<file path="src/rtl/int_ctrl_if.sv">
// CPU-side bus of the interrupt controller: request/acknowledge handshake plus
// the word-addressed register port for MASK/PEND/CAUSE/EOI.
interface int_ctrl_if;
  // Handshake: intr is held high only while a request is open. The CPU takes it
  // by pulsing inta for one cycle, which transfers int_id/cause. No new request
  // is raised until the CPU pulses eoi or writes address 3.
  logic        ie;
  logic        inta;
  logic        eoi;
  logic        we;
  logic [1:0]  addr;
  logic [31:0] wdata;
  logic [31:0] rdata;
  logic        intr;
  logic [2:0]  int_id;
  logic [31:0] cause;

  modport slave (
    input  ie, inta, eoi, we, addr, wdata,
    output rdata, intr, int_id, cause
  );

  modport master (
    output ie, inta, eoi, we, addr, wdata,
    input  rdata, intr, int_id, cause
  );
endinterface

</file>
<file path="src/rtl/int_ctrl.sv">
// Eight-input vectored interrupt controller: synchronised edge capture, masked
// lowest-index priority, single outstanding request held until EOI.
module int_ctrl (
  input  logic              Clk,
  input  logic              Clrn,
  input  logic [7:0]        irq,
  int_ctrl_if.slave         bus,
  output logic [1:0]        dbg_state
);
  localparam int N_IRQ = 8;

  typedef enum logic [1:0] {
    ST_IDLE    = 2'd0,
    ST_REQ     = 2'd1,
    ST_SERVICE = 2'd2
  } state_t;

  state_t             state_q, state_d;
  logic [N_IRQ-1:0]   s1_q, s1_d, s2_q, s2_d, s3_q, s3_d;
  logic [N_IRQ-1:0]   pend_q, pend_d;
  logic [N_IRQ-1:0]   mask_q, mask_d;
  logic               intr_q, intr_d;
  logic [2:0]         int_id_q, int_id_d;

  logic [N_IRQ-1:0]   edge_det;
  logic [N_IRQ-1:0]   pm;
  logic               any_pm;
  logic [2:0]         win_id;
  logic               grant;
  logic               w1c;
  logic               eoi_evt;
  logic               unused_wdata_hi;

  assign unused_wdata_hi = ^bus.wdata[31:N_IRQ];

  assign s1_d     = irq;
  assign s2_d     = s1_q;
  assign s3_d     = s2_q;
  assign edge_det = s2_q & ~s3_q;

  assign pm      = pend_q & mask_q;
  assign any_pm  = |pm;
  assign grant   = (state_q == ST_REQ) && bus.inta && any_pm;
  assign w1c     = bus.we && (bus.addr == 2'd0);
  assign eoi_evt = bus.eoi || (bus.we && (bus.addr == 2'd3));

  // Descending scan so the lowest set index is the last to assign.
  always_comb begin
    win_id = 3'd0;
    for (int i = N_IRQ - 1; i >= 0; i--) begin
      if (pm[i]) win_id = i[2:0];
    end
  end

  // A new edge beats a same-cycle software clear so no event is lost.
  always_comb begin
    pend_d = pend_q;
    for (int i = 0; i < N_IRQ; i++) begin
      if (edge_det[i])                        pend_d[i] = 1'b1;
      else if (w1c && bus.wdata[i])           pend_d[i] = 1'b0;
      else if (grant && (win_id == i[2:0]))   pend_d[i] = 1'b0;
    end
  end

  always_comb begin
    mask_d = mask_q;
    if (bus.we && (bus.addr == 2'd1)) mask_d = bus.wdata[N_IRQ-1:0];
  end

  // FSM: state register.
  always_ff @(posedge Clk or negedge Clrn) begin
    if (!Clrn) state_q <= ST_IDLE;
    else       state_q <= state_d;
  end

  // FSM: next state.
  always_comb begin
    state_d = state_q;
    case (state_q)
      ST_IDLE:    if (bus.ie && any_pm) state_d = ST_REQ;
      ST_REQ: begin
        if (bus.inta && any_pm)      state_d = ST_SERVICE;
        else if (!bus.ie || !any_pm) state_d = ST_IDLE;
      end
      ST_SERVICE: if (eoi_evt) state_d = ST_IDLE;
      default:    state_d = ST_IDLE;
    endcase
  end

  // FSM: outputs, registered so intr is a clean flop output.
  always_comb begin
    intr_d   = (state_d == ST_REQ);
    int_id_d = grant ? win_id : int_id_q;
  end

  always_ff @(posedge Clk or negedge Clrn) begin
    if (!Clrn) begin
      s1_q     <= '0;
      s2_q     <= '0;
      s3_q     <= '0;
      pend_q   <= '0;
      mask_q   <= '0;
      intr_q   <= 1'b0;
      int_id_q <= 3'd0;
    end else begin
      s1_q     <= s1_d;
      s2_q     <= s2_d;
      s3_q     <= s3_d;
      pend_q   <= pend_d;
      mask_q   <= mask_d;
      intr_q   <= intr_d;
      int_id_q <= int_id_d;
    end
  end

  assign bus.intr   = intr_q;
  assign bus.int_id = int_id_q;
  assign bus.cause  = {16'b0, pm, 3'b0, int_id_q, 2'b00};

  always_comb begin
    bus.rdata = 32'd0;
    case (bus.addr)
      2'd0:    bus.rdata = {24'b0, pend_q};
      2'd1:    bus.rdata = {24'b0, mask_q};
      2'd2:    bus.rdata = bus.cause;
      default: bus.rdata = 32'd0;
    endcase
  end

  assign dbg_state = state_q;
endmodule

</file>
<file path="src/flat_wrapper.sv">
// flat-port wrapper written by rule: the top's interface ports become plain ports
module int_ctrl_flat 
  (Clk, Clrn, irq, dbg_state, bus_ie, bus_inta, bus_eoi, bus_we, bus_addr, bus_wdata, bus_rdata, bus_intr, bus_int_id, bus_cause);
  int_ctrl_if bus_i ();
  input  logic Clk;
  input  logic Clrn;
  input  logic [7:0] irq;
  output logic [1:0] dbg_state;
  input wire logic [$bits(bus_i.ie)-1:0] bus_ie;
  input wire logic [$bits(bus_i.inta)-1:0] bus_inta;
  input wire logic [$bits(bus_i.eoi)-1:0] bus_eoi;
  input wire logic [$bits(bus_i.we)-1:0] bus_we;
  input wire logic [$bits(bus_i.addr)-1:0] bus_addr;
  input wire logic [$bits(bus_i.wdata)-1:0] bus_wdata;
  output wire logic [$bits(bus_i.rdata)-1:0] bus_rdata;
  output wire logic [$bits(bus_i.intr)-1:0] bus_intr;
  output wire logic [$bits(bus_i.int_id)-1:0] bus_int_id;
  output wire logic [$bits(bus_i.cause)-1:0] bus_cause;
  assign bus_i.ie = bus_ie;
  assign bus_i.inta = bus_inta;
  assign bus_i.eoi = bus_eoi;
  assign bus_i.we = bus_we;
  assign bus_i.addr = bus_addr;
  assign bus_i.wdata = bus_wdata;
  assign bus_rdata = bus_i.rdata;
  assign bus_intr = bus_i.intr;
  assign bus_int_id = bus_i.int_id;
  assign bus_cause = bus_i.cause;
  int_ctrl u_core (.Clk(Clk), .Clrn(Clrn), .irq(irq), .bus(bus_i), .dbg_state(dbg_state));
endmodule
</file>
<file path="config.mk">
export PLATFORM = sky130hd
export DESIGN_NAME = int_ctrl_flat
export DESIGN_NICKNAME = d
export VERILOG_FILES = /design/src/rtl/int_ctrl_if.sv /design/src/rtl/int_ctrl.sv /design/src/flat_wrapper.sv
export SDC_FILE = /design/constraint.sdc
export NUM_CORES = 1
export LEC_CHECK = 0
export ABC_AREA = 0
export CORE_UTILIZATION = 36
export CTS_CLUSTER_DIAMETER = 200
export DETAILED_ROUTE_END_ITERATION = 8
export PLACE_DENSITY = 0.77
export SLEW_MARGIN = 20
export SYNTH_ARGS = -nofsm -noshare
export SYNTH_HDL_FRONTEND = slang
export SYNTH_SLANG_ARGS = --single-unit
</file>
<file path="constraint.sdc">
create_clock -name Clk -period 1.6 [get_ports Clk]
set_clock_uncertainty 0.15 [all_clocks]
set_input_delay 0.4 -clock Clk [delete_from_list [all_inputs] [get_ports Clk]]
set_output_delay 0.4 -clock Clk [all_outputs]
set_load 0.05 [all_outputs]
</file>
; After elaboration in Yosys (flattened, before gate mapping)
; Index checks and enable logic that the tools add are counted.
[word_totals]
ff_bits = 46
in_bits = 48
out_inout_bits = 70
word_cells = 108
[classes]
eq_ne = 13
n_mux = 38
n_bitwise = 3
n_reduce_logical = 39
[ops]
columns = cell, count
row1 = $pmux 16 s3, 1
row2 = $mux 1, 24
row3 = $mux 3, 8
row4 = $reduce_bool 3->1, 8
row5 = $logic_and 1x1->1, 23
row6 = $and 8x8->8, 2
row7 = $eq 3x3->1 const B, 4
row8 = $mux 2, 4
row9 = $not 8->8, 1
row10 = $reduce_or 8->1, 1
row11 = $eq 2x1->1 const B, 3
row12 = $eq 2x2->1 const B, 3
row13 = $eq 3x2->1 const B, 2
row14 = $pmux 2 s3, 1
row15 = $logic_not 2->1, 2
row16 = $eq 3x1->1 const B, 1
row17 = $logic_not 3->1, 1
row18 = $logic_not 1->1, 2
row19 = $logic_or 1x1->1, 2

; Longest topological paths before layout
[logic_depth]
ltp_word = 14
mapped_depth = 5
mapped_depth_nobuf = 5

; Worst setup path after synthesis
; Ideal clock, no wire load.
[synth_path]
path_type = input port to output port
startpoint = input bus_addr[1]
endpoint = output bus_rdata[3]
t_arrival_ns = 1.439
required_time_ns = 1.050
slack_ns = -0.389
stages = 4
n_path_buf = 1
path_cell_list = clkbuf_1 -> nor2b_1 -> nand2_1 -> o21ai_1
[synth_between]
elab_chain_cells = 2
elab_cells_between_ends = 4
classes_between = eq/ne: 2 / mux: 1 / reduce/logical: 1
[synth_rtl]
columns = element, line_no
row1 = start: declaration, flat_wrapper.sv:13  ; input wire logic [$bits(bus_i.addr)-1:0] bus_addr;
row2 = $eq 2x2->1 (tied with other cells), int_ctrl.sv:122  ; case (bus.addr)
row3 = $pmux 16 s3 (*), int_ctrl.sv:122
row4 = end: declaration, flat_wrapper.sv:15  ; output wire logic [$bits(bus_i.rdata)-1:0] bus_rdata;
; Mark *: on every way between the ends. The rest lies on a longest branch, timed or not.

; Final worst setup path
[layout_path]
startpoint = register u_core.pend_q[6]
endpoint = output bus_rdata[6]
[layout_between]
elab_chain_cells = 1
[layout_rtl]
columns = element, line_no
row1 = start: declaration, int_ctrl.sv:20  ; logic [N_IRQ-1:0] pend_q, pend_d;
row2 = start signal: assignment, int_ctrl.sv:109  ; pend_q <= pend_d;
row3 = $pmux 16 s3, int_ctrl.sv:122
; No other way between the ends.

==> flow_summary.toml <==
[synthesis]
yosys_warnings = 0
synth_common_cells = "46 x dfrtp_1, 41 x buf_4, 18 x nand2_1"
synth_top_cell_by_area = "dfrtp_1"
synth.most_common_cell = "dfrtp_1"
synth-seq-cells = 46
yosys-top-cells-area = "dfrtp_1 51%, buf_4 14%, mux2_2 4.0%"
synth.avg_cell_area_um2 = 10.8
synth_top_area_frac = 0.507
yosysUniqueCellTypes = 39
netlist_instances = 211
ys_async_sr_fraction = 1.00
synth-edff-count = 0
ys_seq_area_frac = 0.507
ys.flop_type = "dfrtp_1"
syn-cell-area_um2 = 2270

[grt]
grt.total_usage = 0.215
grt_pass1_wl_um = 10400
grt_util_met2 = 0.387
overflow = 0
antenna_found_initial = 0
grt_max_degree = 42
global_route.usage.met3 = 0.0438
grt.busiest_layer = "met2"
grt_pass1_vias = 2105
grtUsageMet1 = 0.238

[setup_path]
crit_path_start = "u_core.pend_q[6]"
slowest_stage = "dfrtp_1"
worstPathArrival_ps = 1250
worstPathRequired_ps = 1050
crit_buf_inv = 2
worst_path_largest_cell_delay_ps = 420
crit_chain = "buf_6 > mux2i_4 > nor2_4 > buf_12"
critical_path_class = "flop to primary output"
setup.worst_path.start_class = "flop"
rr_startpoint = "u_core.mask_q[1]"
worstPathMaxFanout = 3
cp-end-kind = "primary output"
cpLargestDelayFamily = "flip-flops"

[layout]
num-fill-cells = 376
final_cells = 408
antenna_cells = 0
nets = 380
area_growth_pct = 84.0
drive_above_1_share = 0.571

[placement]
dp_slack_ps = -610
hpwl_um = 3910
port_buffers = 56
dp.cells = 362
routabilityCongestion = 0.825

[detailed_routing]
drt-total-wl_um = 6960
vias = 1989
drc = 0
vias_per_cell = 4.88
wire_per_inst_um = 17.1
initialDrtViolationCount = 76
dr.pass1.iters = 4
final_antenna_net_count = 0

[floorplanning]
initial_core_util = 0.379
die_y_um = 81.4
die_w_um = 81.4
coreArea_um2 = 5990
dieArea_um2 = 6630
ios = 118
rows = 28

[timing]
setup_viol_count_final = 33
hold_viol_final = 0
layout_setup_ws_ps = -198
grt_setup_unrepaired = "true"
min_period_ps = 1800
slew_violations = 0
finalSetupTns_ps = -3300
fmax_mhz = 556
min_period_over_period = 1.12

[clocking]
cts_tree = "built"
htree_levels = 2
clk_latency_ps = 300
clk_pin_slew_ps = 90
clockBufferDepth = 2
numCtsBuffers = 5
cts_sinks = 46
cts-root-buf = "clkbuf_8"

[pwr]
combPwrFrac = 0.576
p_leak_nw = 1.84
p_seq_frac = 0.274
power_density_nw_per_um2 = 1360
p_switching_mw = 2.36
clkPwrFrac = 0.150
switching_share = 0.414
internal_power_mw = 3.33
ir_worst_vdd_v = 0.00103

[job]
drv_cap = 0

[worst_hold_path]
holdCritPathClass = "flop to flop"
worstHoldStart = "u_core.s1_q[7]"

[status]
outcome = "finished with violations"
violations = "negative setup slack"
metrics by stage:
| stage | utilization | cell area, µm² | hold WS, ps | power, mW |
|---|---|---|---|---|
| floorplan | - | 2600 | -45.6 | 3.07 |
| global placement | 0.586 | 3510 | 92.1 | 4.20 |
| detailed placement | 0.586 | 3510 | 89.3 | 4.24 |
| CTS | 0.678 | 4060 | 202 | 5.48 |
| global route | 0.697 | 4180 | 215 | 5.90 |
| finish | 0.697 | 4180 | 195 | 5.68 |
path summary, 6_finish.rpt:
check,endpoint,slack (ps),depth (start not counted)
setup / recovery,bus_rdata[6],-200,4
hold reg to reg,u_core.s2_q[7],190,0
max in group asynchronous,u_core.pend_q[0],520,3
setup reg to reg,u_core.pend_q[4],-140,5
hold / removal,u_core.s2_q[7],190,0
min in group asynchronous,u_core.dbg_state[0],310,2
power by group through the flow:
stage	Clock (mW)	Combinational, mW	Sequential [mW]
6_report	0.853	3.27	1.56
5_1_grt	0.931	3.39	1.57
4_1_cts	0.863	3.10	1.52
3_5_place_dp	0	2.72	1.52
3_3_place_gp	0	2.69	1.51
2_1_floorplan	0	1.41	1.67
layout by cell type, fill, tap and decap left out, drive strengths merged, types with 2 or more instances in the layout:
| master | count |
|---|---|
| dlygate4sd2 | 2 |
| a22oi | 4 |
| o221ai | 2 |
| o211ai | 2 |
| buf | 101 |
| clkbuf | 5 |
| nand3 | 8 |
| o2111a | 2 |
| nand4 | 2 |
| o21ai | 10 |
| nand2 | 20 |
| clkdlybuf4s50 | 18 |
| mux2 | 9 |
| dfrtp | 46 |
| nand2b | 2 |
| mux2i | 8 |
| o21a | 2 |
| conb | 37 |
| clkinvlp | 2 |
| a21boi | 4 |
| nor2 | 13 |
| a32oi | 2 |
| a21oi | 4 |
| inv | 14 |
| clkinv | 2 |
kinds of logic after synthesis:
logic type             count (synthesis)  synth area share
AOI/OAI and AO/OA                     38             0.131
buffers and inverters                 60             0.168
DFF                                   46             0.507
muxes                                 17            0.0816
other                                  1           0.00165
and+or+nand+nor                       49             0.111
flip-flops by register name, summed over array words and instances, names as in the netlist:
| signal | cells |
|---|---|
| u_core.mask_q | 8 |
| u_core.s2_q | 8 |
| u_core.bus.intr | 1 |
| u_core.pend_q | 8 |
| u_core.bus.int_id | 3 |
| u_core.dbg_state | 2 |
| u_core.s3_q | 8 |
| u_core.s1_q | 8 |
routing by layer:
| metal | vias to the layer above | routed length (µm) |
|---|---|---|
| met5 | - | 0 |
| met4 | 0 | 216 |
| met3 | 22 | 423 |
| met2 | 93 | 3720 |
| met1 | 992 | 2600 |
| li1 | 882 | - |
what timing repair did:
action	CTS	global route
gates cloned	1	0
hold buffers	1	0
setup endpoints to repair	41	34
gates resized for setup	75	17
hold endpoints to repair	5	0
pin swaps	22	7
buffers inserted	29	8
final cells by class:
| cell class | instances | area [µm²] | area share |
|---|---|---|---|
| inverters | 16 | 80.1 | 0.0192 |
| clock inverters | 3 | 40.0 | 0.00959 |
| well taps | 75 | 93.8 | 0.0225 |
| multi-input cells | 141 | 1210 | 0.291 |
| repair buffers | 122 | 1510 | 0.361 |
| clock buffers | 5 | 68.8 | 0.0165 |
| flip-flops and latches | 46 | 1170 | 0.281 |
Note: power is estimated with default switching activity, not from simulation.
